File: src/rtl/cpu_pkg.sv
// -----------------------------------------------------------------------------
// cpu_pkg
// Shared constants and helpers for the CPU front end.
//   INST_W / PC_W     : instruction and program-counter widths
//   PC_STEP           : byte increment between sequential instruction words
//   RESET_PC_DEFAULT  : default fetch address after reset
//   fetch_entry_t     : one buffered fetch result {instruction, next PC}
//   pc_incr/pc_align  : sequential PC step and word alignment of a target PC
// -----------------------------------------------------------------------------
package cpu_pkg;

   localparam int unsigned INST_W  = 32;
   localparam int unsigned PC_W    = 32;
   localparam int unsigned ENTRY_W = INST_W + PC_W;

   localparam logic [PC_W-1:0] PC_STEP          = 32'd4;
   localparam logic [PC_W-1:0] RESET_PC_DEFAULT = 32'h0000_0000;

   typedef struct packed {
      logic [INST_W-1:0] inst;
      logic [PC_W-1:0]   npc;
   } fetch_entry_t;

   // Sequential successor; wraps naturally at 2^32.
   function automatic logic [PC_W-1:0] pc_incr(input logic [PC_W-1:0] pc);
      return pc + PC_STEP;
   endfunction

   // Instruction words are 4-byte aligned, so the low two bits are dropped.
   function automatic logic [PC_W-1:0] pc_align(input logic [PC_W-1:0] pc);
      return {pc[PC_W-1:2], 2'b00};
   endfunction

endpackage

File: src/rtl/fetch_fifo.sv
// -----------------------------------------------------------------------------
// fetch_fifo
// Synchronous FIFO holding fetched {instruction, next PC} entries.
// The caller guarantees it never pushes when full nor pops when empty.
// Ports:
//   clk, rst          : clock, asynchronous active-low reset
//   flush             : empties the FIFO; wins over push/pop in the same cycle
//   push, push_entry  : write one entry at the tail
//   pop               : retire the head entry
//   head_entry        : current head (registered storage, valid when count!=0)
//   count             : number of valid entries (0..DEPTH)
// -----------------------------------------------------------------------------
module fetch_fifo
   import cpu_pkg::*;
#(
   parameter int DEPTH = 4
) (
   input  logic                     clk,
   input  logic                     rst,
   input  logic                     flush,
   input  logic                     push,
   input  logic [ENTRY_W-1:0]       push_entry,
   input  logic                     pop,
   output logic [ENTRY_W-1:0]       head_entry,
   output logic [$clog2(DEPTH):0]   count
);

   localparam int PTR_W = $clog2(DEPTH);
   localparam int CNT_W = PTR_W + 1;

   localparam logic [PTR_W-1:0] PTR_ZERO = {PTR_W{1'b0}};
   localparam logic [PTR_W-1:0] PTR_ONE  = {{(PTR_W-1){1'b0}}, 1'b1};
   localparam logic [CNT_W-1:0] CNT_ZERO = {CNT_W{1'b0}};
   localparam logic [CNT_W-1:0] CNT_ONE  = {{(CNT_W-1){1'b0}}, 1'b1};

   logic [ENTRY_W-1:0] mem_r [DEPTH];
   logic [PTR_W-1:0]   wr_ptr_r;
   logic [PTR_W-1:0]   rd_ptr_r;
   logic [CNT_W-1:0]   count_r;

   // Pointer and occupancy tracking; DEPTH is a power of two so pointers wrap freely.
   always_ff @(posedge clk or negedge rst) begin
      if (!rst) begin
         wr_ptr_r <= PTR_ZERO;
         rd_ptr_r <= PTR_ZERO;
         count_r  <= CNT_ZERO;
      end else if (flush) begin
         wr_ptr_r <= PTR_ZERO;
         rd_ptr_r <= PTR_ZERO;
         count_r  <= CNT_ZERO;
      end else begin
         if (push) begin
            wr_ptr_r <= wr_ptr_r + PTR_ONE;
         end
         if (pop) begin
            rd_ptr_r <= rd_ptr_r + PTR_ONE;
         end
         case ({push, pop})
            2'b10:   count_r <= count_r + CNT_ONE;
            2'b01:   count_r <= count_r - CNT_ONE;
            default: count_r <= count_r;
         endcase
      end
   end

   // Entry storage; cleared on reset so the head reads as zero out of reset.
   always_ff @(posedge clk or negedge rst) begin
      if (!rst) begin
         for (int i = 0; i < DEPTH; i++) begin
            mem_r[i] <= {ENTRY_W{1'b0}};
         end
      end else if (push && !flush) begin
         mem_r[wr_ptr_r] <= push_entry;
      end
   end

   assign head_entry = mem_r[rd_ptr_r];
   assign count      = count_r;

endmodule

File: src/rtl/fetch_buffer.sv
// -----------------------------------------------------------------------------
// fetch_buffer
// Instruction fetch front end feeding decode. Owns the PC, issues in-order
// word requests, buffers returned words with their next PC, and handles
// redirects by flushing the buffer and discarding stale in-flight responses.
// Ports:
//   clk, rst                     : clock, asynchronous active-low reset
//   imem_req, imem_addr          : fetch request and its word address (PC)
//   imem_gnt                     : memory accepts the request this cycle
//   imem_rvalid, imem_rdata      : in-order response
//   redirect, redirect_pc        : PC override from write-back
//   inst_valid, inst, inst_npc   : FIFO head presented to decode
//   inst_ready                   : decode consumes the head this cycle
// -----------------------------------------------------------------------------
module fetch_buffer
   import cpu_pkg::*;
#(
   parameter int              DEPTH    = 4,
   parameter logic [PC_W-1:0] RESET_PC = RESET_PC_DEFAULT
) (
   input  logic              clk,
   input  logic              rst,
   output logic              imem_req,
   output logic [PC_W-1:0]   imem_addr,
   input  logic              imem_gnt,
   input  logic              imem_rvalid,
   input  logic [INST_W-1:0] imem_rdata,
   input  logic              redirect,
   input  logic [PC_W-1:0]   redirect_pc,
   output logic              inst_valid,
   output logic [INST_W-1:0] inst,
   output logic [PC_W-1:0]   inst_npc,
   input  logic              inst_ready
);

   localparam int CNT_W = $clog2(DEPTH) + 1;
   localparam int SUM_W = CNT_W + 1;

   localparam logic [CNT_W-1:0] CNT_ZERO = {CNT_W{1'b0}};
   localparam logic [CNT_W-1:0] CNT_ONE  = {{(CNT_W-1){1'b0}}, 1'b1};
   localparam logic [SUM_W-1:0] DEPTH_S  = SUM_W'(DEPTH);

   logic [PC_W-1:0]  pc_r;
   logic [PC_W-1:0]  resp_pc_r;
   logic [CNT_W-1:0] inflight_r;
   logic [CNT_W-1:0] drop_r;
   logic             req_r;

   logic [PC_W-1:0]  pc_nxt_s;
   logic [PC_W-1:0]  resp_pc_nxt_s;
   logic [CNT_W-1:0] inflight_nxt_s;
   logic [CNT_W-1:0] drop_nxt_s;
   logic [CNT_W-1:0] count_nxt_s;
   logic             req_nxt_s;

   logic             grant_s;
   logic             push_s;
   logic             pop_s;
   logic             drop_hit_s;
   logic             inst_valid_s;
   logic [CNT_W-1:0] fifo_count_s;
   fetch_entry_t     push_entry_s;
   fetch_entry_t     head_entry_s;

   assign grant_s      = req_r & imem_gnt;
   assign inst_valid_s = (fifo_count_s != CNT_ZERO);
   assign pop_s        = inst_valid_s & inst_ready;
   // A response in a redirect cycle belongs to the old stream even if drop is zero.
   assign push_s       = imem_rvalid & ~redirect & (drop_r == CNT_ZERO);
   assign drop_hit_s   = imem_rvalid & (drop_r != CNT_ZERO);

   assign push_entry_s.inst = imem_rdata;
   assign push_entry_s.npc  = pc_incr(resp_pc_r);

   fetch_fifo #(
      .DEPTH (DEPTH)
   ) u_fifo (
      .clk        (clk),
      .rst        (rst),
      .flush      (redirect),
      .push       (push_s),
      .push_entry (push_entry_s),
      .pop        (pop_s),
      .head_entry (head_entry_s),
      .count      (fifo_count_s)
   );

   // Next-state for PC tracking, credit counters and the registered request.
   always_comb begin
      pc_nxt_s       = pc_r;
      resp_pc_nxt_s  = resp_pc_r;
      drop_nxt_s     = drop_r;
      inflight_nxt_s = inflight_r;
      count_nxt_s    = fifo_count_s;

      // Outstanding requests are tracked the same way with or without a redirect.
      case ({grant_s, imem_rvalid})
         2'b10:   inflight_nxt_s = inflight_r + CNT_ONE;
         2'b01:   inflight_nxt_s = inflight_r - CNT_ONE;
         default: inflight_nxt_s = inflight_r;
      endcase

      if (redirect) begin
         pc_nxt_s      = pc_align(redirect_pc);
         resp_pc_nxt_s = pc_align(redirect_pc);
         // Everything still outstanding after this cycle is from the old stream.
         drop_nxt_s    = inflight_nxt_s;
         count_nxt_s   = CNT_ZERO;
      end else begin
         if (grant_s) begin
            pc_nxt_s = pc_incr(pc_r);
         end else begin
            pc_nxt_s = pc_r;
         end
         if (push_s) begin
            resp_pc_nxt_s = pc_incr(resp_pc_r);
         end else begin
            resp_pc_nxt_s = resp_pc_r;
         end
         if (drop_hit_s) begin
            drop_nxt_s = drop_r - CNT_ONE;
         end else begin
            drop_nxt_s = drop_r;
         end
         case ({push_s, pop_s})
            2'b10:   count_nxt_s = fifo_count_s + CNT_ONE;
            2'b01:   count_nxt_s = fifo_count_s - CNT_ONE;
            default: count_nxt_s = fifo_count_s;
         endcase
      end

      // Buffered plus in-flight words may never exceed the FIFO depth, which
      // is what makes a push into a full FIFO impossible.
      req_nxt_s = (({1'b0, count_nxt_s} + {1'b0, inflight_nxt_s}) < DEPTH_S);
   end

   // State registers; the request is registered so it has no path from inputs.
   always_ff @(posedge clk or negedge rst) begin
      if (!rst) begin
         pc_r       <= RESET_PC;
         resp_pc_r  <= RESET_PC;
         inflight_r <= CNT_ZERO;
         drop_r     <= CNT_ZERO;
         req_r      <= 1'b0;
      end else begin
         pc_r       <= pc_nxt_s;
         resp_pc_r  <= resp_pc_nxt_s;
         inflight_r <= inflight_nxt_s;
         drop_r     <= drop_nxt_s;
         req_r      <= req_nxt_s;
      end
   end

   assign imem_req   = req_r;
   assign imem_addr  = pc_r;
   assign inst_valid = inst_valid_s;
   assign inst       = head_entry_s.inst;
   assign inst_npc   = head_entry_s.npc;

endmodule

File: config.mk
export PLATFORM = sky130hd
export DESIGN_NAME = fetch_buffer
export DESIGN_NICKNAME = d
export VERILOG_FILES = /design/src/rtl/cpu_pkg.sv /design/src/rtl/fetch_fifo.sv /design/src/rtl/fetch_buffer.sv
export SDC_FILE = /design/constraint.sdc
export NUM_CORES = 1
export LEC_CHECK = 0
export CORE_UTILIZATION = 59
export CTS_CLUSTER_SIZE = 40
export DETAILED_ROUTE_END_ITERATION = 16
export PLACE_DENSITY = 0.88
export SYNTH_ARGS = -nofsm -noshare
export SYNTH_HDL_FRONTEND = slang
export SYNTH_SLANG_ARGS = --single-unit
File: constraint.sdc
create_clock -name clk -period 7 [get_ports clk]
set_clock_uncertainty 0.05 [all_clocks]
set_input_delay 1.75 -clock clk [delete_from_list [all_inputs] [get_ports clk]]
set_output_delay 1.75 -clock clk [all_outputs]
set_load 0.02 [all_outputs]
; Word-level counts from Yosys, hierarchy flattened
; Index checks and enable logic that the tools add are counted.
[word_totals]
register_bits = 334
output_inout_bits = 98
wordCells = 67
[classes]
n_addsub = 10
order_cmp = 4
n_eq_ne = 4
mux = 19
n_bitwise = 8
n_reduce_logical = 10
[op_table]
columns = operator, n
row1 = bitwise mux 256 bit, 1
row2 = two-way mux 64 bit, 3
row3 = binary-select mux 64 bit (select 2 bit), 1
row4 = demux 64 bit (select 2 bit), 1
row5 = two-way mux 32 bit, 4
row6 = adder 32 x 3 -> 32 bit (second input constant), 2
row7 = case mux 3 bit (2 select lines), 2
row8 = two-way mux 3 bit, 3
row9 = subtractor 3 x 1 -> 3 bit (second input constant), 3
row10 = two-way mux 2 bit, 4
row11 = nonzero test 2 bit, 4
row12 = adder 3 x 1 -> 3 bit (second input constant), 2
row13 = >= comparator 3 bit (second input constant), 2
row14 = inverter 2 -> 3 bit, 2
row15 = nonzero test 3 bit, 2
row16 = bitwise AND 1 bit, 5
row17 = adder 2 x 1 -> 2 bit (second input constant), 2
row18 = adder 3 x 3 -> 4 bit, 1
row19 = equality test 2 x 1 -> 1 bit (second input constant), 2
row20 = equality test 2 bit (second input constant), 2
row21 = < comparator 4 x 3 -> 1 bit (second input constant), 1
row22 = logical NOT 3 bit, 1
row23 = < comparator 3 x 1 -> 1 bit (second input constant), 1
row24 = logical AND 1 bit, 2
row25 = other kinds (2), 2

; Logic depth before layout (Yosys ltp)
; Gate-level depths: netlist of run 1.
[depth]
ltp_word = 8
ltp_mapped = 13
ltp_nobuf = 12

; Cells and area by module
; A second synthesis of run 1 with hierarchy kept.
[hier_totals]
hier_cells = 1178
hier_area_um2 = 17123.9
[by_module_without_submodules]
columns = mod, n_inst, cells_each, area_per_inst_um2, seq_area_each_um2
row1 = fetch_fifo, 1, 656, 12487.0, 6581.3
row2 = fetch_buffer, 1, 522, 4636.9, 1676.6

; Least setup slack after synthesis of run 1
; Ideal clock, no wire load.
[synth_timing]
kind = in2reg
start = input redirect
end = register req_r, in the netlist imem_req
arrival_time_ns = 4.157
slack_ns = 2.711
cell_stages = 11
n_path_buf = 1
cell_sequence = nor4bb_1 -> clkbuf_1 -> inv_1 -> ha_1 -> fa_1 -> xnor2_1 -> or3_1 -> a21oi_1 -> ha_1 -> or3_1 -> a31oi_1
[synth_between]
elab_chain_cells = 8
elab_cells_between_ends = 9
cone_classes = add/sub: 1 / order compare: 1 / eq/ne: 2 / mux: 2 / bitwise: 3
[synth_lines]
columns = item, line
row1 = from (decl), fetch_buffer.sv:28  ; input logic redirect,
row2 = inverter 1 bit, fetch_buffer.sv:69  ; assign push_s = imem_rvalid & ~redirect & (drop_r == CNT_ZERO);
row3 = bitwise AND 1 bit (2 in series), fetch_buffer.sv:69
row4 = equality test 2 x 1 -> 1 bit or equality test 2 bit (tied branches), fetch_buffer.sv:125  ; case ({push_s, pop_s})
row5 = case mux 3 bit (2 select lines), n/a
row6 = two-way mux 3 bit *, n/a
row7 = via count_nxt_s[2], fetch_buffer.sv:53  ; logic [CNT_W-1:0] count_nxt_s;
row8 = adder 3 x 3 -> 4 bit *, fetch_buffer.sv:134  ; req_nxt_s = (({1'b0, count_nxt_s} + {1'b0, inflight_nxt_s}) < DEPTH_S);
row9 = < comparator 4 x 3 -> 1 bit *, fetch_buffer.sv:134
row10 = via req_nxt_s, fetch_buffer.sv:54  ; logic req_nxt_s;
row11 = to (signal assigned), fetch_buffer.sv:150  ; req_r <= req_nxt_s;
row12 = to (decl), fetch_buffer.sv:47  ; logic req_r;
; The timed path passes the listed nets; every way through them passes the cells marked *.
; A chain may end at the register's enable or synchronous reset.

; Final worst setup path of run 1
[layout_timing]
start = register u_fifo.rd_ptr_r[1]
end = output inst_npc[19]
[layout_between]
elab_chain_cells = 4
[layout_lines]
columns = item, line
row1 = from (decl), fetch_fifo.sv:38  ; logic [PTR_W-1:0] rd_ptr_r;
row2 = from (signal assigned), fetch_fifo.sv:56  ; rd_ptr_r <= rd_ptr_r + PTR_ONE;
row3 = inverter 2 -> 3 bit (implied by the code), fetch_fifo.sv:77  ; assign head_entry = mem_r[rd_ptr_r];
row4 = binary-select mux 64 bit (select 2 bit), fetch_fifo.sv:77
row5 = two-way mux 64 bit (implied by the code) (2 in series), fetch_fifo.sv:77
row6 = to (decl), fetch_buffer.sv:32  ; output logic [PC_W-1:0] inst_npc,
; Every way passes these cells. The select of a mux whose other input is x is not followed.

==> results of run 1 <==
==> per-stage QoR <==
step / cell area, um2 / std cells / total power, uW
final: 18600 / 2055 / 6620
after global routing: 18600 / 2055 / 6920
after CTS: 18600 / 2055 / 6640
after detailed placement: 17300 / 1991 / 4710
after global placement: 17300 / 1991 / 4590
after floorplan: 15700 / 1596 / 3810
==> worst max-delay path, cell delays in order (launching register included) <==
cell and delay [ps]:
sky130_fd_sc_hd__dfrtp_2 1000, sky130_fd_sc_hd__buf_4 540, sky130_fd_sc_hd__mux4_2 380, sky130_fd_sc_hd__clkdlybuf4s50_1 610
==> cells by family (layout without fill, tap and decap cells) <==
kind of cell	Yosys count	after routing	synth area share
AND/OR/NAND/NOR	789	789	0.227
flip-flops	322	322	0.515
AO/OA/AOI/OAI	204	204	0.0794
buffers and inverters	133	257	0.0351
multiplexers	85	85	0.106
XOR/XNOR	45	45	0.0252
adder cells (fa/ha/maj)	14	14	0.0122
other	1	4	0.000240
==> cell type report <==
class,count,share of cell area
multi-input combinational,1141,0.380
sequential,322,0.434
timing repair buffer,177,0.0942
tap,335,0.0226
clock inverter,11,0.00802
clock buffer,53,0.0574
inverter,16,0.00324
==> cell usage in the layout (no fill, tap or decap), types with 7 or more instances in the layout <==
master / netlist / final
sky130_fd_sc_hd__or4_1: 34 / 34
sky130_fd_sc_hd__xor2_1: 15 / 15
sky130_fd_sc_hd__nor4_1: 15 / 15
sky130_fd_sc_hd__nor2_1: 76 / 76
sky130_fd_sc_hd__nand2_1: 515 / 511
sky130_fd_sc_hd__nand4_1: 25 / 25
sky130_fd_sc_hd__nor3_1: 10 / 10
sky130_fd_sc_hd__and4_1: 21 / 21
sky130_fd_sc_hd__clkdlybuf4s50_1: 0 / 160
sky130_fd_sc_hd__mux2_2: 20 / 20
sky130_fd_sc_hd__nand3_1: 38 / 38
sky130_fd_sc_hd__a21oi_1: 8 / 8
sky130_fd_sc_hd__o211ai_1: 17 / 17
sky130_fd_sc_hd__clkbuf_8: 0 / 10
sky130_fd_sc_hd__a211oi_1: 7 / 7
sky130_fd_sc_hd__ha_1: 12 / 12
sky130_fd_sc_hd__clkbuf_1: 77 / 7
sky130_fd_sc_hd__a31oi_1: 64 / 64
sky130_fd_sc_hd__o21ai_0: 77 / 77
sky130_fd_sc_hd__inv_1: 16 / 15
sky130_fd_sc_hd__mux4_2: 62 / 62
sky130_fd_sc_hd__xnor2_1: 30 / 30
sky130_fd_sc_hd__clkbuf_16: 0 / 36
sky130_fd_sc_hd__or3_1: 19 / 19
sky130_fd_sc_hd__buf_4: 6 / 15
sky130_fd_sc_hd__o31ai_1: 20 / 20
sky130_fd_sc_hd__dfrtp_1: 322 / 320
==> registers in the layout, summed over array words and instances, names as in the netlist, 2 cells and up <==
register and cells:
drop_r 3, imem_addr 30, u_fifo.wr_ptr_r 2, u_fifo.count 3, u_fifo.mem_r 248, resp_pc_r 30
inflight_r 3, u_fifo.rd_ptr_r 2
==> power by group through the flow <==
stage | clock [uW] | sequential, uW | combinational (uW)
finish | 1920 | 2590 | 2110
detailed placement | 0 | 2600 | 2100
CTS | 1930 | 2580 | 2120
global route | 2000 | 2640 | 2280
global placement | 0 | 2570 | 2020
floorplan | 0 | 2520 | 1290
==> worst max-delay path by stage <==
stage | to | slack, ps | depth (start not counted)
6_report | inst_npc[19] | 2140 | 3
5_1_grt | inst[0] | 2080 | 3
4_1_cts | inst_npc[19] | 2120 | 3
3_5_place_dp | imem_req$_DFF_PN0_ | 1850 | 12
3_3_place_gp | imem_req$_DFF_PN0_ | 1940 | 12
2_1_floorplan | imem_req$_DFF_PN0_ | 2710 | 11
==> per-layer routing <==
metal | vias up | share of wire
met5 | - | 0
met4 | 0 | 0.036
met1 | 6446 | 0.39
met2 | 736 | 0.49
met3 | 130 | 0.084
li1 | 5780 | -
==> metrics.txt, run 1 <==
# TYPE chip_impl_metric gauge
chip_impl_metric{name="detailedRoute.firstIterationViolations",unit=""} 1554
chip_impl_metric{name="grt_met2_usage",unit=""} 0.519
chip_impl_metric{name="synth-seq-area-share",unit=""} 0.515
chip_impl_info{name="synth-main-ff-cell",value="sky130_fd_sc_hd__dfrtp_1"} 1
chip_impl_metric{name="cts_inserted_buffers",unit=""} 35
chip_impl_metric{name="max_cap_violations",unit=""} 0
chip_impl_metric{name="grt_first_pass_wirelength",unit="um"} 65800
chip_impl_metric{name="route.detailed.drc",unit=""} 0
chip_impl_info{name="hold_start",value="u_fifo.mem_r[53]$_DFFE_PN0P_"} 1
chip_impl_metric{name="dieArea",unit="mm2"} 0.0272
chip_impl_metric{name="worstRegToRegCells",unit=""} 12
chip_impl_metric{name="post_cts_hold_buffer_count",unit=""} 0
chip_impl_metric{name="critPathMaxFanout",unit=""} 36
chip_impl_metric{name="floorplan.initialDensity",unit=""} 0.600
chip_impl_metric{name="postCtsSetupRepairBufs",unit=""} 0
chip_impl_metric{name="cts.clk_slew.worst_paths",unit="ps"} 60
chip_impl_info{name="global_route.peak_usage_layer",value="met2"} 1
chip_impl_metric{name="preCtsSetupSlack",unit="ps"} 1850
chip_impl_metric{name="synth_cell_types",unit=""} 51
chip_impl_metric{name="post_synthesis_register_bit_count",unit=""} 322
chip_impl_metric{name="vdd_drop_max",unit="mV"} 0.305
chip_impl_metric{name="area.growth.synth_to_final",unit="%"} 18.7
chip_impl_metric{name="groute.layer.met1.usage",unit=""} 0.399
chip_impl_metric{name="syn_area",unit="mm2"} 0.0156
chip_impl_metric{name="min_path_cells",unit=""} 2
chip_impl_metric{name="synth_enable_flop_cells",unit=""} 0
chip_impl_info{name="setup.worst_path.end_class",value="output port"} 1
chip_impl_info{name="timing_worst_setup_path_type",value="reg -> out"} 1
chip_impl_metric{name="timing.critical_path.arrival",unit="ps"} 3060
chip_impl_metric{name="final_number_of_hold_violating_endpoints",unit=""} 0
chip_impl_metric{name="antenna_cells",unit=""} 0
chip_impl_metric{name="gr-usage-met3",unit=""} 0.0527
chip_impl_metric{name="fp.coreArea",unit="mm2"} 0.0261
chip_impl_metric{name="max_clock_freq",unit="MHz"} 206
chip_impl_info{name="tritoncts",value="yes"} 1
chip_impl_metric{name="gp_congestion",unit=""} 0.863
chip_impl_metric{name="sw_ratio",unit=""} 0.326
chip_impl_info{name="rsz_0062_raised_after_global_routing",value="false"} 1
chip_impl_info{name="clk_root_buffer_cell",value="sky130_fd_sc_hd__clkbuf_16"} 1
chip_impl_metric{name="final_net_count",unit=""} 1777
chip_impl_metric{name="clock_insertion_delay_worst_skew",unit="ps"} 520
chip_impl_metric{name="grt_overflow_total",unit=""} 0
chip_impl_metric{name="detail_route.wl_per_cell",unit="um"} 20.0
chip_impl_metric{name="totalNegativeSetupSlack",unit="ps"} 0
chip_impl_metric{name="pin_count",unit=""} 168
chip_impl_metric{name="grt_max_degree",unit=""} 132
chip_impl_metric{name="multi_input_area",unit="mm2"} 0.00706
chip_impl_metric{name="dr_total_vias",unit=""} 13100
chip_impl_metric{name="asyncSetResetFlopFracSynth",unit=""} 1.00
chip_impl_metric{name="detail-route-antenna-nets",unit=""} 0
chip_impl_metric{name="report.final.slew_viol_count",unit=""} 0
chip_impl_metric{name="yosys_warns",unit=""} 0
chip_impl_metric{name="layout_worst_path_cycle_share",unit=""} 0.695
chip_impl_metric{name="htree_num_levels",unit=""} 2
chip_impl_info{name="critical_path.startpoint",value="u_fifo.rd_ptr_r[1]$_DFFE_PN0P_"} 1
chip_impl_metric{name="layout_min_cycle_time",unit="ps"} 4860
chip_impl_metric{name="clock_share_of_power",unit=""} 0.290
chip_impl_info{name="worstReg2RegEnd",value="imem_req$_DFF_PN0_"} 1
chip_impl_metric{name="synthCells",unit=""} 1593
chip_impl_metric{name="switchingPower",unit="uW"} 2160
chip_impl_metric{name="synth_area_per_inst",unit="um2"} 9.82
chip_impl_metric{name="grt_usage",unit=""} 0.310
chip_impl_metric{name="die_h",unit="um"} 165
chip_impl_metric{name="seqCellArea",unit="mm2"} 0.00806
chip_impl_metric{name="synth_top_area_share",unit=""} 0.515
chip_impl_info{name="critical_path.reg2reg.startpoint",value="drop_r[0]$_DFFE_PN0P_"} 1
chip_impl_metric{name="static-leakage-power",unit="uW"} 0.00826
chip_impl_metric{name="hpwlAfterDp",unit="um"} 25600
chip_impl_metric{name="finalWorstSetupSlack",unit="ps"} 2140
chip_impl_info{name="synth_largest_area_cell",value="sky130_fd_sc_hd__dfrtp_1"} 1
chip_impl_info{name="start_kind",value="register"} 1
chip_impl_metric{name="cts.sinks",unit=""} 322
chip_impl_metric{name="power_frac_comb",unit=""} 0.319
chip_impl_metric{name="cts-root-to-sink-buffers",unit=""} 3
chip_impl_metric{name="pwr_density_cell",unit="mW/mm2"} 357
chip_impl_metric{name="vias_per_inst",unit=""} 6.37
chip_impl_metric{name="finish.utilization",unit=""} 0.712
chip_impl_info{name="synth_commonest_cells",value="sky130_fd_sc_hd__nand2_1 (515), sky130_fd_sc_hd__dfrtp_1 (322), sky130_fd_sc_hd__clkbuf_1 (77), sky130_fd_sc_hd__o21ai_0 (77), sky130_fd_sc_hd__nor2_1 (76)"} 1
chip_impl_metric{name="grt_pass1_vias",unit=""} 13300
chip_impl_info{name="synth.area.top_cells",value="sky130_fd_sc_hd__dfrtp_1 (52%), sky130_fd_sc_hd__nand2_1 (12%), sky130_fd_sc_hd__mux4_2 (8.9%), sky130_fd_sc_hd__a31oi_1 (2.6%), sky130_fd_sc_hd__o21ai_0 (2.5%)"} 1
chip_impl_metric{name="fin_worst_hold_slack",unit="ps"} 423
chip_impl_metric{name="setup_viol_count_final",unit=""} 0
chip_impl_metric{name="fill_cells",unit=""} 1762
chip_impl_metric{name="cp.required",unit="ps"} 5200
chip_impl_metric{name="rows",unit=""} 59
chip_impl_metric{name="r2r_setup_slack",unit="ps"} 3630
chip_impl_info{name="min_delay_worst_endpoint",value="u_fifo.mem_r[53]$_DFFE_PN0P_"} 1
chip_impl_metric{name="drt_pre_antenna_iters",unit=""} 6
chip_impl_metric{name="seq_power_share",unit=""} 0.391
chip_impl_info{name="run_status",value="finished clean"} 1
chip_impl_metric{name="finalWirelength",unit="um"} 41000
chip_impl_metric{name="floorplan.die.width",unit="um"} 165
chip_impl_metric{name="worst_slew_pin_slew",unit="ps"} 1050
chip_impl_metric{name="power_report.internal_total",unit="uW"} 4460
chip_impl_metric{name="grt_antenna_before_repair",unit=""} 0
chip_impl_metric{name="layout-drive-gt1-share",unit=""} 0.104
chip_impl_metric{name="post_cts.resized_instances",unit=""} 0
chip_impl_info{name="post-synth-top-count-cell",value="sky130_fd_sc_hd__nand2_1"} 1
chip_impl_metric{name="timing.max_slew.rel_slack",unit=""} 0.300
chip_impl_metric{name="io_buffer_count",unit=""} 161
chip_impl_info{name="holdCritPathClass",value="reg -> reg"} 1
Power figures use the tool's default switching activity.
==> inputs of run 2 (changes only) <==
--- a/config.mk
+++ b/config.mk
@@ -5,10 +5,10 @@
 export SDC_FILE = /design/constraint.sdc
 export NUM_CORES = 1
 export LEC_CHECK = 0
-export CORE_UTILIZATION = 59
+export CORE_UTILIZATION = 57
 export CTS_CLUSTER_SIZE = 40
 export DETAILED_ROUTE_END_ITERATION = 16
-export PLACE_DENSITY = 0.88
+export PLACE_DENSITY = 0.85
 export SYNTH_ARGS = -nofsm -noshare
 export SYNTH_HDL_FRONTEND = slang
 export SYNTH_SLANG_ARGS = --single-unit
==> constraint.sdc (replaced) <==
create_clock -name clk -period 4.49 [get_ports clk]
set_clock_uncertainty 0.05 [all_clocks]
set_input_delay 1.1225 -clock clk [delete_from_list [all_inputs] [get_ports clk]]
set_output_delay 1.1225 -clock clk [all_outputs]
set_load 0.02 [all_outputs]
==> run 2 against run 1 <==
  * Non-clock buffer count rose by 13
  * Sequential share of layout area fell by 0.31 points
  * Final cell count rose by 0.73%
  * Clock-buffer cell count fell by 1
  * Largest power group unchanged
==> metrics.txt, run 2 (synthesized netlist as in run 1, its figures left out) <==
# TYPE chip_impl_metric gauge
chip_impl_metric{name="report.final.slew_viol_count",unit=""} 0
chip_impl_metric{name="final_net_count",unit=""} 1790
chip_impl_info{name="layout.cells.most_common_list",value="sky130_fd_sc_hd__nand2_1 (511), sky130_fd_sc_hd__dfrtp_1 (320), sky130_fd_sc_hd__clkdlybuf4s50_1 (160)"} 1
chip_impl_metric{name="placedCellCount",unit=""} 2010
chip_impl_metric{name="power_frac_comb",unit=""} 0.321
chip_impl_metric{name="static-leakage-power",unit="uW"} 0.00832
chip_impl_metric{name="detail-route-antenna-nets",unit=""} 0
chip_impl_info{name="mostFrequentLayoutCell",value="sky130_fd_sc_hd__nand2_1"} 1
chip_impl_metric{name="area.growth.synth_to_final",unit="%"} 19.5
chip_impl_metric{name="grt_antenna_before_repair",unit=""} 0
chip_impl_metric{name="route.detailed.drc",unit=""} 0
chip_impl_metric{name="cts-root-to-sink-buffers",unit=""} 3
chip_impl_metric{name="layout_min_cycle_time",unit="ps"} 3940
chip_impl_metric{name="vdd_drop_max",unit="mV"} 0.437
chip_impl_metric{name="grt_pass1_vias",unit=""} 13200
chip_impl_metric{name="io_buffer_count",unit=""} 161
chip_impl_metric{name="floorplan.die.width",unit="um"} 168
chip_impl_info{name="clk_root_buffer_cell",value="sky130_fd_sc_hd__clkbuf_16"} 1
chip_impl_metric{name="rows",unit=""} 60
chip_impl_info{name="timing_worst_setup_path_type",value="reg -> out"} 1
chip_impl_metric{name="clock_share_of_power",unit=""} 0.284
chip_impl_metric{name="drt_pre_antenna_iters",unit=""} 6
chip_impl_metric{name="gp_congestion",unit=""} 0.853
chip_impl_metric{name="postCtsSetupRepairBufs",unit=""} 0
chip_impl_metric{name="die_h",unit="um"} 168
chip_impl_metric{name="final_number_of_hold_violating_endpoints",unit=""} 0
chip_impl_metric{name="finalWirelength",unit="um"} 41000
chip_impl_metric{name="worst_slew_pin_slew",unit="ps"} 960
chip_impl_info{name="run_status",value="finished clean"} 1
chip_impl_metric{name="fp.coreArea",unit="mm2"} 0.0270
chip_impl_metric{name="totalNegativeSetupSlack",unit="ps"} 0
chip_impl_metric{name="seqCellArea",unit="mm2"} 0.00806
chip_impl_info{name="holdCritPathClass",value="reg -> reg"} 1
chip_impl_metric{name="max_cap_violations",unit=""} 0
chip_impl_metric{name="power_report.internal_total",unit="uW"} 6920
chip_impl_metric{name="layout_worst_path_cycle_share",unit=""} 0.877
chip_impl_info{name="tritoncts",value="yes"} 1
chip_impl_info{name="start_kind",value="register"} 1
chip_impl_info{name="max_flop_register",value="u_fifo.mem_r"} 1
chip_impl_metric{name="sw_ratio",unit=""} 0.326
chip_impl_metric{name="detailedRoute.firstIterationViolations",unit=""} 1352
chip_impl_metric{name="switchingPower",unit="uW"} 3340
chip_impl_metric{name="htree_num_levels",unit=""} 2
chip_impl_metric{name="antenna_cells",unit=""} 0
chip_impl_metric{name="timing.critical_path.arrival",unit="ps"} 2760
chip_impl_metric{name="cts.clk_slew.worst_paths",unit="ps"} 60
chip_impl_metric{name="setup_viol_count_final",unit=""} 0
chip_impl_metric{name="cp.required",unit="ps"} 3320
chip_impl_info{name="rsz_0062_raised_after_global_routing",value="false"} 1
chip_impl_metric{name="multi_input_area",unit="mm2"} 0.00706
chip_impl_metric{name="pin_count",unit=""} 168
chip_impl_metric{name="grt_max_degree",unit=""} 118
chip_impl_metric{name="fin_cells",unit=""} 2070
chip_impl_metric{name="timing.max_slew.rel_slack",unit=""} 0.360
chip_impl_metric{name="dr_total_vias",unit=""} 13000
chip_impl_metric{name="vias_per_inst",unit=""} 6.26
chip_impl_metric{name="post_cts_hold_buffer_count",unit=""} 0
chip_impl_metric{name="grt_usage",unit=""} 0.302
chip_impl_metric{name="largest_register_ffs",unit=""} 248
chip_impl_metric{name="post_cts.resized_instances",unit=""} 0
chip_impl_metric{name="grt_overflow_total",unit=""} 0
chip_impl_metric{name="pwr_density_cell",unit="mW/mm2"} 549
chip_impl_metric{name="hpwlAfterDp",unit="um"} 26000
chip_impl_metric{name="critPathMaxFanout",unit=""} 21
chip_impl_metric{name="layout-drive-gt1-share",unit=""} 0.109
chip_impl_info{name="setup.worst_path.end_class",value="output port"} 1
chip_impl_metric{name="clock_insertion_delay_worst_skew",unit="ps"} 520
chip_impl_metric{name="max_clock_freq",unit="MHz"} 254
chip_impl_metric{name="cts_inserted_buffers",unit=""} 35
chip_impl_metric{name="seq_power_share",unit=""} 0.395
chip_impl_metric{name="dieArea",unit="mm2"} 0.0281
chip_impl_metric{name="grt_first_pass_wirelength",unit="um"} 67900
chip_impl_metric{name="floorplan.initialDensity",unit=""} 0.580
chip_impl_metric{name="cts.sinks",unit=""} 322
chip_impl_metric{name="fill_cells",unit=""} 1895
chip_impl_metric{name="detail_route.wl_per_cell",unit="um"} 19.8
## run 2: power groups by stage
| stage | sequential, uW | clock [uW] | combinational [uW] |
|---|---|---|---|
| floorplan | 3930 | 0 | 2010 |
| global placement | 4030 | 0 | 3170 |
| detailed placement | 4080 | 0 | 3270 |
| CTS | 4050 | 2940 | 3300 |
| global route | 4140 | 3050 | 3550 |
| finish | 4050 | 2920 | 3290 |
## run 2: cell type report
| class | instances | area share |
|---|---|---|
| clock buffer | 52 | 0.0568 |
| clock inverter | 8 | 0.00562 |
| inverter | 16 | 0.00321 |
| multi-input combinational | 1141 | 0.378 |
| sequential | 322 | 0.431 |
| tap | 341 | 0.0228 |
| timing repair buffer | 190 | 0.103 |
## run 2: worst max-delay path, stage by stage, from the launching register on
cell and delay [ps]:
sky130_fd_sc_hd__dfrtp_4 710, sky130_fd_sc_hd__buf_4 380, sky130_fd_sc_hd__mux4_2 550, sky130_fd_sc_hd__clkdlybuf4s50_1 600
## run 2: layer usage
layer	share of wire	track usage	vias to the layer above	wire length, um
li1	-	-	5774	-
met1	0.40	0.409	6425	16600
met2	0.49	0.498	665	20200
met3	0.076	0.0428	95	3140
met4	0.027	0.118	0	1110
met5	0	0	-	0
## run 2: final timing paths
path | startpoint | to | slack [ps] | cells after the start
worst max-delay path | u_fifo.rd_ptr_r[0]$_DFFE_PN0P_ | inst_npc[3] | 550 | 3
worst min register to register | u_fifo.mem_r[110]$_DFFE_PN0P_ | u_fifo.mem_r[110]$_DFFE_PN0P_ | 420 | 2
worst min-delay path | u_fifo.mem_r[110]$_DFFE_PN0P_ | u_fifo.mem_r[110]$_DFFE_PN0P_ | 420 | 2
max in group asynchronous | rst | imem_addr[12]$_DFFE_PN0N_ | 2690 | 2
min in group asynchronous | rst | u_fifo.mem_r[136]$_DFFE_PN0P_ | 630 | 1
worst max register to register | drop_r[0]$_DFFE_PN0P_ | imem_req$_DFF_PN0_ | 1130 | 12
## run 2: metrics by stage
step	area, um2	power [uW]	hold WS, ps	utilization	worst slack, ps
final	18700	10300	422	0.694	553
after global routing	18700	10700	439	0.694	451
after global placement	17500	7200	402	0.650	201
after detailed placement	17500	7350	407	0.650	154
after floorplan	15700	5940	390	-	829
after CTS	18700	10300	422	0.694	515
==> inputs of run 3 (changes only) <==
--- a/config.mk
+++ b/config.mk
@@ -5,10 +5,10 @@
 export SDC_FILE = /design/constraint.sdc
 export NUM_CORES = 1
 export LEC_CHECK = 0
-export CORE_UTILIZATION = 57
+export CORE_UTILIZATION = 59
 export CTS_CLUSTER_SIZE = 40
 export DETAILED_ROUTE_END_ITERATION = 16
-export PLACE_DENSITY = 0.85
+export PLACE_DENSITY = 0.88
 export SYNTH_ARGS = -nofsm -noshare
 export SYNTH_HDL_FRONTEND = slang
 export SYNTH_SLANG_ARGS = --single-unit
==> constraint.sdc (replaced) <==
create_clock -name clk -period 5 [get_ports clk]
set_clock_uncertainty 0.05 [all_clocks]
set_input_delay 1.25 -clock clk [delete_from_list [all_inputs] [get_ports clk]]
set_output_delay 1.25 -clock clk [all_outputs]
set_load 0.02 [all_outputs]
==> run 3 against run 2 <==
  * Power is 9.2% lower
  * Largest power group unchanged
  * Die area is 3.4% lower
  * Critical path depth stayed put
  * Non-clock buffer count is 4 lower
  * Flip-flop and latch count stayed put
  * Core utilization is 2.3 points higher
==> metrics.txt, run 3 (synthesized netlist as in run 1, its figures left out) <==
# TYPE chip_impl_metric gauge
chip_impl_info{name="cp_cell_sequence",value="buf_4 > mux4_2 > clkdlybuf4s50_1"} 1
chip_impl_metric{name="min_path_cells",unit=""} 2
chip_impl_metric{name="post_cts_hold_buffer_count",unit=""} 0
chip_impl_info{name="clk_root_buffer_cell",value="sky130_fd_sc_hd__clkbuf_16"} 1
chip_impl_metric{name="placedCellCount",unit=""} 2000
chip_impl_metric{name="final_net_count",unit=""} 1786
chip_impl_info{name="min_delay_worst_endpoint",value="u_fifo.mem_r[53]$_DFFE_PN0P_"} 1
chip_impl_info{name="max_flop_register",value="u_fifo.mem_r"} 1
chip_impl_metric{name="worst_slew_pin_slew",unit="ps"} 1090
chip_impl_metric{name="seq_power_share",unit=""} 0.394
chip_impl_metric{name="clock_share_of_power",unit=""} 0.289
chip_impl_metric{name="route.detailed.drc",unit=""} 0
chip_impl_metric{name="grt_antenna_before_repair",unit=""} 0
chip_impl_metric{name="layout-drive-gt1-share",unit=""} 0.110
chip_impl_metric{name="grt_usage",unit=""} 0.318
chip_impl_info{name="hold_start",value="u_fifo.mem_r[53]$_DFFE_PN0P_"} 1
chip_impl_info{name="setup.worst_path.end_class",value="output port"} 1
chip_impl_metric{name="cts.sinks",unit=""} 322
chip_impl_metric{name="pin_count",unit=""} 168
chip_impl_info{name="run_status",value="finished clean"} 1
chip_impl_metric{name="finalWirelength",unit="um"} 42200
chip_impl_metric{name="groute.layer.met1.usage",unit=""} 0.416
chip_impl_metric{name="grt_overflow_total",unit=""} 0
chip_impl_metric{name="worstRegToRegCells",unit=""} 12
chip_impl_metric{name="fin_cells",unit=""} 2064
chip_impl_metric{name="timing.critical_path.arrival",unit="ps"} 2940
chip_impl_info{name="critical_path.reg2reg.startpoint",value="drop_r[1]$_DFFE_PN0P_"} 1
chip_impl_metric{name="max_cap_violations",unit=""} 0
chip_impl_info{name="global_route.peak_usage_layer",value="met2"} 1
chip_impl_metric{name="power_frac_comb",unit=""} 0.317
chip_impl_metric{name="fin_area",unit="mm2"} 0.0187
chip_impl_metric{name="gr-usage-met3",unit=""} 0.0465
chip_impl_metric{name="fin_worst_hold_slack",unit="ps"} 418
chip_impl_info{name="critical_path.slowest_cell",value="sky130_fd_sc_hd__dfrtp_4"} 1
chip_impl_metric{name="totalNegativeSetupSlack",unit="ps"} 0
chip_impl_metric{name="buf_inv_stages_crit_path",unit=""} 2
chip_impl_metric{name="static-leakage-power",unit="uW"} 0.00833
chip_impl_metric{name="power_report.internal_total",unit="uW"} 6280
chip_impl_metric{name="drt_pre_antenna_iters",unit=""} 6
chip_impl_metric{name="postCtsSetupRepairBufs",unit=""} 0
chip_impl_metric{name="layout_worst_path_cycle_share",unit=""} 0.849
chip_impl_metric{name="r2r_setup_slack",unit="ps"} 1550
chip_impl_metric{name="final_number_of_hold_violating_endpoints",unit=""} 0
chip_impl_metric{name="rows",unit=""} 59
chip_impl_metric{name="max_clock_freq",unit="MHz"} 236
chip_impl_metric{name="detail-route-antenna-nets",unit=""} 0
chip_impl_metric{name="post_cts.resized_instances",unit=""} 0
chip_impl_metric{name="area.growth.synth_to_final",unit="%"} 19.5
chip_impl_metric{name="grt_pass1_vias",unit=""} 13300
chip_impl_metric{name="vdd_drop_max",unit="mV"} 0.384
chip_impl_metric{name="antenna_cells",unit=""} 0
chip_impl_metric{name="cts_inserted_buffers",unit=""} 35
chip_impl_metric{name="sw_ratio",unit=""} 0.327
chip_impl_info{name="mostFrequentLayoutCell",value="sky130_fd_sc_hd__nand2_1"} 1
chip_impl_metric{name="critPathMaxFanout",unit=""} 32
chip_impl_metric{name="vias_per_inst",unit=""} 6.41
chip_impl_metric{name="detailedRoute.firstIterationViolations",unit=""} 1378
chip_impl_metric{name="grt_first_pass_wirelength",unit="um"} 67200
chip_impl_metric{name="floorplan.initialDensity",unit=""} 0.600
chip_impl_info{name="holdCritPathClass",value="reg -> reg"} 1
chip_impl_info{name="start_kind",value="register"} 1
chip_impl_metric{name="setup_viol_count_final",unit=""} 0
chip_impl_metric{name="largest_register_ffs",unit=""} 248
chip_impl_metric{name="cp.required",unit="ps"} 3700
chip_impl_metric{name="placed_cell_area",unit="mm2"} 0.0175
chip_impl_info{name="layout.cells.most_common_list",value="sky130_fd_sc_hd__nand2_1 (511), sky130_fd_sc_hd__dfrtp_1 (320), sky130_fd_sc_hd__clkdlybuf4s50_1 (160)"} 1
chip_impl_metric{name="cts-root-to-sink-buffers",unit=""} 3
chip_impl_metric{name="critPathMaxStageDelay",unit="ps"} 870
chip_impl_metric{name="floorplan.die.width",unit="um"} 165
chip_impl_metric{name="gp_congestion",unit=""} 0.865
chip_impl_metric{name="clock_insertion_delay_worst_skew",unit="ps"} 530
chip_impl_info{name="rsz_0062_raised_after_global_routing",value="false"} 1
chip_impl_info{name="worstReg2RegEnd",value="imem_req$_DFF_PN0_"} 1
chip_impl_metric{name="cts.clk_slew.worst_paths",unit="ps"} 60
chip_impl_info{name="cp_top_family",value="buffers and inverters"} 1
chip_impl_metric{name="report.final.slew_viol_count",unit=""} 0
chip_impl_metric{name="hpwlAfterDp",unit="um"} 26200
chip_impl_metric{name="dieArea",unit="mm2"} 0.0272
chip_impl_metric{name="pwr_density_cell",unit="mW/mm2"} 499
chip_impl_metric{name="timing.max_slew.rel_slack",unit=""} 0.272
chip_impl_metric{name="finalPower",unit="uW"} 9320
chip_impl_metric{name="io_buffer_count",unit=""} 161
chip_impl_metric{name="switchingPower",unit="uW"} 3050
chip_impl_metric{name="grt_max_degree",unit=""} 132
chip_impl_metric{name="fp.coreArea",unit="mm2"} 0.0261
chip_impl_metric{name="layout_min_cycle_time",unit="ps"} 4240
chip_impl_metric{name="detail_route.wl_per_cell",unit="um"} 20.4
chip_impl_metric{name="die_h",unit="um"} 165
chip_impl_metric{name="grt_met2_usage",unit=""} 0.532
chip_impl_metric{name="htree_num_levels",unit=""} 2
chip_impl_metric{name="dr_total_vias",unit=""} 13200
chip_impl_info{name="timing_worst_setup_path_type",value="reg -> out"} 1
chip_impl_info{name="tritoncts",value="yes"} 1
[run 3: per-layer routing]
layer  vias to the layer above  routed length [um]
met1                      6514               16300
li1                       5782                   -
met4                         0                1480
met2                       792               20900
met5                         -                   0
met3                       141                3550
[run 3: worst max path at each step]
stage	end	depth (start not counted)	start
2_1_floorplan	imem_req$_DFF_PN0_	11	redirect
3_3_place_gp	imem_req$_DFF_PN0_	11	imem_rvalid
3_5_place_dp	imem_req$_DFF_PN0_	11	imem_rvalid
4_1_cts	inst_npc[20]	3	u_fifo.rd_ptr_r[0]$_DFFE_PN0P_
5_1_grt	inst_npc[20]	3	u_fifo.rd_ptr_r[0]$_DFFE_PN0P_
6_report	inst_npc[20]	3	u_fifo.rd_ptr_r[0]$_DFFE_PN0P_
[run 3: power groups by stage]
stage	combinational, uW	sequential, uW	clock (uW)
final	2950	3670	2700
after global routing	3190	3730	2800
after CTS	2970	3660	2710
after detailed placement	2920	3680	0
after global placement	2820	3630	0
after floorplan	1810	3530	0
[run 3: area by class of cell]
cell class	count	area (um2)
clock buffers	52	1070
clock inverters	12	150
fillers	1731	7370
inverters	16	60.1
multi-input cells	1141	7060
flip-flops and latches	322	8060
well taps	335	419
repair buffers	186	1870
[run 3: through the flow]
stage	utilization	setup slack (ps)
after detailed placement	0.670	489
after global routing	0.717	651
after floorplan	-	1210
final	0.717	756
after CTS	0.717	713
after global placement	0.670	580
[run 3: worst register-to-register path, delay by kind of cell, from the launching register on]
family / cells / cell delay [ps]
and+or+nand+nor: 3 / 1100
AOI/OAI and AO/OA: 2 / 400
adders and majority gates: 4 / 1090
buffers and inverters: 2 / 200
xor gates and xnor gates: 1 / 140
DFF: 1 / 380
